$ cat src/rtl/uart_pkg.sv
// rtl/uart_pkg.sv - shared UART receive types and constants
package uart_pkg;

  localparam int UART_DATA_BITS = 8;

  typedef enum logic [2:0] {
    RX_IDLE,
    RX_START,
    RX_DATA,
    RX_STOP,
    RX_BREAK
  } uart_rx_state_t;

endpackage

$ cat src/rtl/uart_baud_tick_gen.sv
// rtl/uart_baud_tick_gen.sv - oversampling baud tick, one clk pulse per bit/OVERSAMPLING
module uart_baud_tick_gen #(
  parameter int CLK_FREQUENCY = 100000000,
  parameter int BAUD_RATE     = 115200,
  parameter int OVERSAMPLING  = 16
) (
  input  logic clk,
  input  logic reset,
  input  logic enable,
  output logic tick
);

  localparam int TICK_DIV = (CLK_FREQUENCY / (BAUD_RATE * OVERSAMPLING) > 0) ?
                            CLK_FREQUENCY / (BAUD_RATE * OVERSAMPLING) : 1;
  localparam int CW = (TICK_DIV > 1) ? $clog2(TICK_DIV) : 1;
  localparam logic [CW-1:0] CNT_LAST = CW'(TICK_DIV - 1);

  logic [CW-1:0] cnt;

  always_ff @(posedge clk) begin
    if (reset) begin
      cnt  <= '0;
      tick <= 1'b0;
    end else if (enable) begin
      if (cnt == CNT_LAST) begin
        cnt  <= '0;
        tick <= 1'b1;
      end else begin
        cnt  <= cnt + CW'(1);
        tick <= 1'b0;
      end
    end else begin
      cnt  <= '0;
      tick <= 1'b0;
    end
  end

endmodule

$ cat src/rtl/uart_rx_master.sv
// rtl/uart_rx_master.sv - 8N1 UART receiver with 16x oversampling and framing-error flag
module uart_rx_master
  import uart_pkg::*;
#(
  parameter int CLK_FREQUENCY = 100000000,
  parameter int BAUD_RATE     = 115200,
  parameter int OVERSAMPLING  = 16
) (
  input  logic                      clk,
  input  logic                      reset,
  input  logic                      rx,
  output logic [UART_DATA_BITS-1:0] rx_data,
  output logic                      rx_valid,
  output logic                      rx_frame_err,
  output logic                      rx_busy
);

  localparam int SW = $clog2(OVERSAMPLING);
  localparam logic [SW-1:0] SCNT_MID = SW'(OVERSAMPLING / 2 - 1);
  localparam logic [SW-1:0] SCNT_END = SW'(OVERSAMPLING - 1);

  logic                      tick;
  logic                      rx_meta;
  logic                      rx_s;
  logic [SW-1:0]             scnt;
  logic [2:0]                bit_idx;
  logic [UART_DATA_BITS-1:0] shreg;
  uart_rx_state_t            state;

  uart_baud_tick_gen #(
    .CLK_FREQUENCY(CLK_FREQUENCY),
    .BAUD_RATE    (BAUD_RATE),
    .OVERSAMPLING (OVERSAMPLING)
  ) u_tick (
    .clk   (clk),
    .reset (reset),
    .enable(1'b1),
    .tick  (tick)
  );

  always_ff @(posedge clk) begin
    if (reset) begin
      rx_meta      <= 1'b1;
      rx_s         <= 1'b1;
      state        <= RX_IDLE;
      scnt         <= '0;
      bit_idx      <= '0;
      shreg        <= '0;
      rx_data      <= '0;
      rx_valid     <= 1'b0;
      rx_frame_err <= 1'b0;
      rx_busy      <= 1'b0;
    end else begin
      rx_meta      <= rx;
      rx_s         <= rx_meta;
      rx_valid     <= 1'b0;
      rx_frame_err <= 1'b0;
      if (tick) begin
        case (state)
          RX_IDLE: begin
            if (!rx_s) begin
              state   <= RX_START;
              scnt    <= '0;
              rx_busy <= 1'b1;
            end
          end
          RX_START: begin
            // Re-check the line at mid start bit to reject short glitches.
            if (scnt == SCNT_MID) begin
              if (!rx_s) begin
                state   <= RX_DATA;
                scnt    <= '0;
                bit_idx <= '0;
              end else begin
                state   <= RX_IDLE;
                rx_busy <= 1'b0;
              end
            end else begin
              scnt <= scnt + SW'(1);
            end
          end
          RX_DATA: begin
            if (scnt == SCNT_END) begin
              shreg   <= {rx_s, shreg[UART_DATA_BITS-1:1]};
              scnt    <= '0;
              bit_idx <= bit_idx + 3'd1;
              if (bit_idx == 3'd7) state <= RX_STOP;
            end else begin
              scnt <= scnt + SW'(1);
            end
          end
          RX_STOP: begin
            if (scnt == SCNT_END) begin
              scnt <= '0;
              if (rx_s) begin
                rx_data  <= shreg;
                rx_valid <= 1'b1;
                state    <= RX_IDLE;
                rx_busy  <= 1'b0;
              end else begin
                rx_frame_err <= 1'b1;
                state        <= RX_BREAK;
              end
            end else begin
              scnt <= scnt + SW'(1);
            end
          end
          RX_BREAK: begin
            // Hold here while the line stays low so a break cannot start a new frame.
            if (rx_s) begin
              state   <= RX_IDLE;
              rx_busy <= 1'b0;
            end
          end
          default: begin
            state   <= RX_IDLE;
            rx_busy <= 1'b0;
          end
        endcase
      end
    end
  end

endmodule

$ cat config.mk
export PLATFORM = sky130hd
export DESIGN_NAME = uart_rx_master
export DESIGN_NICKNAME = d
export VERILOG_FILES = /design/src/rtl/uart_pkg.sv /design/src/rtl/uart_baud_tick_gen.sv /design/src/rtl/uart_rx_master.sv
export SDC_FILE = /design/constraint.sdc
export NUM_CORES = 1
export LEC_CHECK = 0
export ABC_AREA = 1
export ABC_CLOCK_PERIOD_IN_PS = 1950
export CAP_MARGIN = 20
export CORE_UTILIZATION = 48
export CTS_CLUSTER_SIZE = 24
export DETAILED_ROUTE_END_ITERATION = 8
export GPL_TIMING_DRIVEN = 0
export PLACE_DENSITY_LB_ADDON = 0.15
export SLEW_MARGIN = 20
export SYNTH_ARGS = -nofsm -noshare
export SYNTH_HDL_FRONTEND = slang
export SYNTH_SLANG_ARGS = --single-unit
$ cat constraint.sdc
create_clock -name clk -period 1.95 [get_ports clk]
set_input_delay 0.2925 -clock clk [delete_from_list [all_inputs] [get_ports clk]]
set_output_delay 0.2925 -clock clk [all_outputs]
set_load 0.005 [all_outputs]
Yosys cells after proc, flatten, opt, wreduce, memory -nomap -nowiden
Index checks and enable logic that the tools add are counted.
W data, S select, Z words.
Storage, ports and cells
  bits in registers: 38
  input port bits: 3
  output and inout bits: 11
Operators by class
  $add $sub $neg: 3
  equality and inequality tests: 15
  multiplexer cells: 25
  bitwise logic cells: 4
  reduce and logical (&&, ||, !) cells: 12
Operator list (count)
  $mux W3: 10
  $pmux W3 S5: 1
  $ne A2 B2 Y1 const B: 7
  $mux W4: 3
  $pmux W4 S3: 1
  $reduce_and A5 Y1: 2
  $mux W1: 7
  $reduce_and A7 Y1: 1
  $add A6 B1 Y6 const B: 1
  $eq A3 B2 Y1 const B: 2
  $eq A3 B3 Y1 const B: 2
  $eq A6 B6 Y1 const B: 1
  $pmux W3 S2: 1
  $pmux W1 S5: 1
  $add A4 B1 Y4 const B: 1
  $eq A4 B3 Y1 const B: 1
  $eq A4 B4 Y1 const B: 1
  $not A1 Y1: 4
  $reduce_and A4 Y1: 1
  $reduce_or A2 Y1: 2
  $reduce_or A4 Y1: 1
  $add A3 B1 Y3 const B: 1
  $eq A3 B1 Y1 const B: 1
  $logic_not A3 Y1: 1
  5 further kinds: 5

Longest topological paths before layout
  depth in word-level cells: 4
  mapped depth: 10

Cells and area by module
From an unflattened synthesis, not the netlist that was laid out.
Unflattened totals
  cell total of the unflattened synthesis: 236
  area, all modules: 1762.9 um^2
Modules (own cells, without submodules)
  uart_rx_master: instances 1, cells each 199, area each 1437.6 um^2
  uart_baud_tick_gen: instances 1, cells each 37, area each 325.3 um^2

Worst setup path before layout
Ideal clock, no wire load.
  kind: register to register
  start: reg scnt[0]
  end: reg rx_data[4]
  arrival time: 1.256 ns
  setup slack: 0.579 ns
  stages on the path, launching flop included: 8
  buffers on the path: 1
  clock period less this slack: 1.371 ns
  cell sequence: dfxtp_1 -> ha_1 -> nand3_4 -> nor2_4 -> nand3_4 -> buf_6 -> o21ai_2 -> a21oi_2
On the way
  cells in the longest elaborated chain, start to end: 2
Ends and longest elaborated chain
  from (decl): line uart_rx_master.sv:25  | logic [SW-1:0] scnt;
  from (signal assigned): line uart_rx_master.sv:79  | scnt <= scnt + SW'(1);
  from (signal assigned): line uart_rx_master.sv:89  | scnt <= scnt + SW'(1);
  from (signal assigned): line uart_rx_master.sv:105  | scnt <= scnt + SW'(1);
  $eq A4 B4 Y1: line uart_rx_master.sv:93  | if (scnt == SCNT_END) begin
  $reduce_and A4 Y1 (no source line)
  to (signal assigned): line uart_rx_master.sv:96  | rx_data <= shreg;
  to (decl): line uart_rx_master.sv:12  | output logic [UART_DATA_BITS-1:0] rx_data,
Every way passes these cells.
A chain may end at the register's enable or synchronous reset.

Final worst setup path
  start: reg scnt[0]
  end: reg shreg[1]
On the way
  cells in the longest elaborated chain, start to end: 2
Ends and longest elaborated chain
  $eq A4 B4 Y1: line uart_rx_master.sv:83  | if (scnt == SCNT_END) begin
  $reduce_and A3 Y1 (no source line)
  to (signal assigned): line uart_rx_master.sv:84  | shreg <= {rx_s, shreg[UART_DATA_BITS-1:1]};
  to (decl): line uart_rx_master.sv:27  | logic [UART_DATA_BITS-1:0] shreg;
Every way passes these cells.

==> flow_summary.ini <==
[run_status]
status = completed

[die]
die_x_um = 62.48
die_h_um = 62.48
core.rowCount = 21
dieArea_mm2 = 0.003903
start_util_pct = 51.39
io_pins = 14
core_mm2 = 0.003416

[timing]
rsz0062_at_grt = false
post-route-period-util_pct = 83.54
final-setup-viol-count = 0
tightest_slew_ns = 0.4711
clock_skew_ns = 0.01281
max_freq_mhz = 613.9
hold_viol_final = 0
max-slew-margin-rel_pct = 68.59
tns_ns = 0
fin_crit_ns = 1.629
slew_viol_final = 0
whs_ns = 0.4270

[grt]
grt_max_degree = 13
grt_first_pass_wirelength_mm = 6.030
track_usage_pct = 19.22
antenna_found_initial = 0
grt_pass1_vias = 1396
gr-total-overflow = 0

[pwr]
p_clk_share_pct = 34.7
power_density_mw_per_mm2 = 629.2
comb_power_share_pct = 2.8
report.power.total_mw = 1.263
power.share.sequential_pct = 62.5
power_leakage_nw = 0.7625
p_int_mw = 0.9700
ir_drop_uv = 401.7
swShare_pct = 23.19
p_sw_mw = 0.2928

[detailed_routing]
via_count = 1469
route.detailed.drc = 0
drt-total-wl_mm = 3.237
avgViaCountPerCell = 4.897
drt_iter0_markers = 72
dr.pass1.iters = 4
wl_per_cell_um = 10.79
antenna_left = 0

[synth]
synth_nets = 241
synth_area_leader_cell = dfxtp_1
ys_ff_latch = 38
yosysUniqueCellTypes = 27
synth_warnings = 0
avgSynthCellArea_um2 = 7.534
yosysTopAreaCellShare_pct = 43.34
synth_cells = 233
synthTopCellsByArea = dfxtp_1, nand2_1, nand3_1
ys_seq_area_share_pct = 43.34
syn_area_mm2 = 0.001755

[critical_path]
crit_path_frequent_cell = nand2_1
slowest_stage = dfxtp_1
path_buf_inv = 0
worstPathArrival_ns = 1.85
critPathMaxFanout = 9
cp_top_family = simple AND/OR/NAND/NOR gates
cp.required_ns = 2.17
crit_chain = ha_1 -> nand3_4 -> nor2_4 -> nand2_1 -> nand2_1 -> a21oi_1
crit_type = reg -> reg
end_kind = flop
worstSetupStartpointType = flop
cpPeakStageDelay_ns = 0.40

[clock_tree]
cts_resized = 0
cts_buffers = 5
clk_latency_ns = 0.35
cts_tree = done
post-cts-setup-buffer-count = 0
cts-root-buf = clkbuf_4
cts.sinks = 38
ctsHoldBuffers = 0
htree_levels = 2
clk_path_buf_depth = 2
clkTransAtPathRegs_ns = 0.12

[placed_design]
dp_hpwl_mm = 2.320
port_buffers = 13
gp_congestion = 0.8445
placed_cells = 292

[final_layout]
syn_to_final_growth_pct = 14.33
finalNetCount = 261
antenna_cells = 0
n_fill_cell = 345
multi_input_area_um2 = 880.8
fin_util_pct = 58.75
final_cells = 300
layout-drive-gt1-share_pct = 12.99
final-seq-area_um2 = 760.7

[job]
cap_viol_max_count = 0

[min_path]
hold_path.class = reg -> reg
worst paths after layout:
check,from,end,slack (ns),depth (start not counted)
worst max-delay path,scnt[0],shreg[1],0.32,6
worst min-delay path,rx_meta,rx_s,0.43,1
worst min register to register,rx_meta,rx_s,0.43,1
worst max register to register,scnt[0],shreg[1],0.32,6
synthesized netlist by cell type (all sizes together):
library cell  instances
nand2                50
dfxtp                38
nor2                 38
nand3                26
a21oi                23
inv                  23
o21ai                12
ha                    5
nor3b                 3
or2                   3
a31oi                 2
buf                   2
clkbuf                2
nand4                 2
xor2                  2
clkinv                1
nand3b                1
placed cells by master, fill, tap and decap left out:
master / Yosys / layout
nand3_4: 2 / 2
o21ai_4: 1 / 1
dfxtp_1: 38 / 38
a21oi_1: 22 / 22
inv_2: 4 / 4
a21oi_2: 1 / 1
nand4_1: 2 / 2
clkbuf_1: 2 / 2
a31oi_1: 2 / 2
clkdlybuf4s50_1: 0 / 13
clkinvlp_4: 0 / 1
nand2_4: 1 / 1
clkbuf_4: 0 / 5
nor2_2: 3 / 3
nor2_4: 3 / 3
nand2_1: 45 / 45
clkinv_1: 1 / 1
buf_6: 1 / 1
or2_2: 3 / 3
buf_2: 1 / 1
inv_1: 19 / 19
ha_1: 5 / 5
nor2_1: 32 / 32
nand3b_1: 1 / 1
clkbuf_8: 0 / 1
nand2_2: 4 / 4
clkinv_2: 0 / 1
o21ai_2: 1 / 1
o21ai_0: 10 / 10
xor2_1: 2 / 2
nand3_1: 24 / 24
nor3b_1: 3 / 3
sequential cells by signal, indices dropped and copies added (netlist names), 3 cells and up:
signal / flops
shreg: 8
u_tick.cnt: 6
scnt: 4
bit_idx: 3
rx_data: 8
state: 3
power by group through the flow:
stage	clock (mW)	combinational [mW]	sequential, mW
2_1_floorplan	0	0.0248	0.805
3_3_place_gp	0	0.0368	0.807
3_5_place_dp	0	0.0365	0.807
4_1_cts	0.455	0.0368	0.790
5_1_grt	0.487	0.0420	0.790
6_report	0.438	0.0357	0.789
area by class of cell:
class	instances	share of cell area (%)
Timing Repair Buffer	13	6.484
Buffer	4	1.185
Tap cell	46	2.868
Clock inverter	2	0.6234
Inverter	24	4.489
Multi-Input combinational cell	167	43.89
Sequential cell	38	37.91
Clock buffer	6	2.556
per-stage QoR:
stage                     setup WS (ns)  instance area, um^2
final                            0.3210                 2007
after global routing             0.1696                 2007
after CTS                        0.3360                 2007
after detailed placement         0.2417                 1943
after global placement           0.2428                 1943
after floorplan                  0.5789                 1755
metal layers:
metal | wire length (um) | GRT usage, % | vias up
li1 | - | - | 795
met1 | 1642 | 24.97 | 651
met2 | 1435 | 30.03 | 16
met3 | 98 | 5.109 | 7
met4 | 59 | 7.849 | 0
met5 | 0 | 0 | -
logic make-up after synthesis:
group	synth area share [%]
and+or+nand+nor	33.86
DFF	43.34
AOI/OAI and AO/OA	11.76
buffers and inverters	6.486
adders and majority gates	3.564
xor gates and xnor gates	0.9980
worst register-to-register path, delay by kind of cell (launching register included):
kind	cells	cell delay (ns)
flops	1	0.40
simple gates	4	0.77
fa+ha+maj	1	0.27
compound gates	1	0.07
No activity file was read; power rests on OpenSTA's default activity.
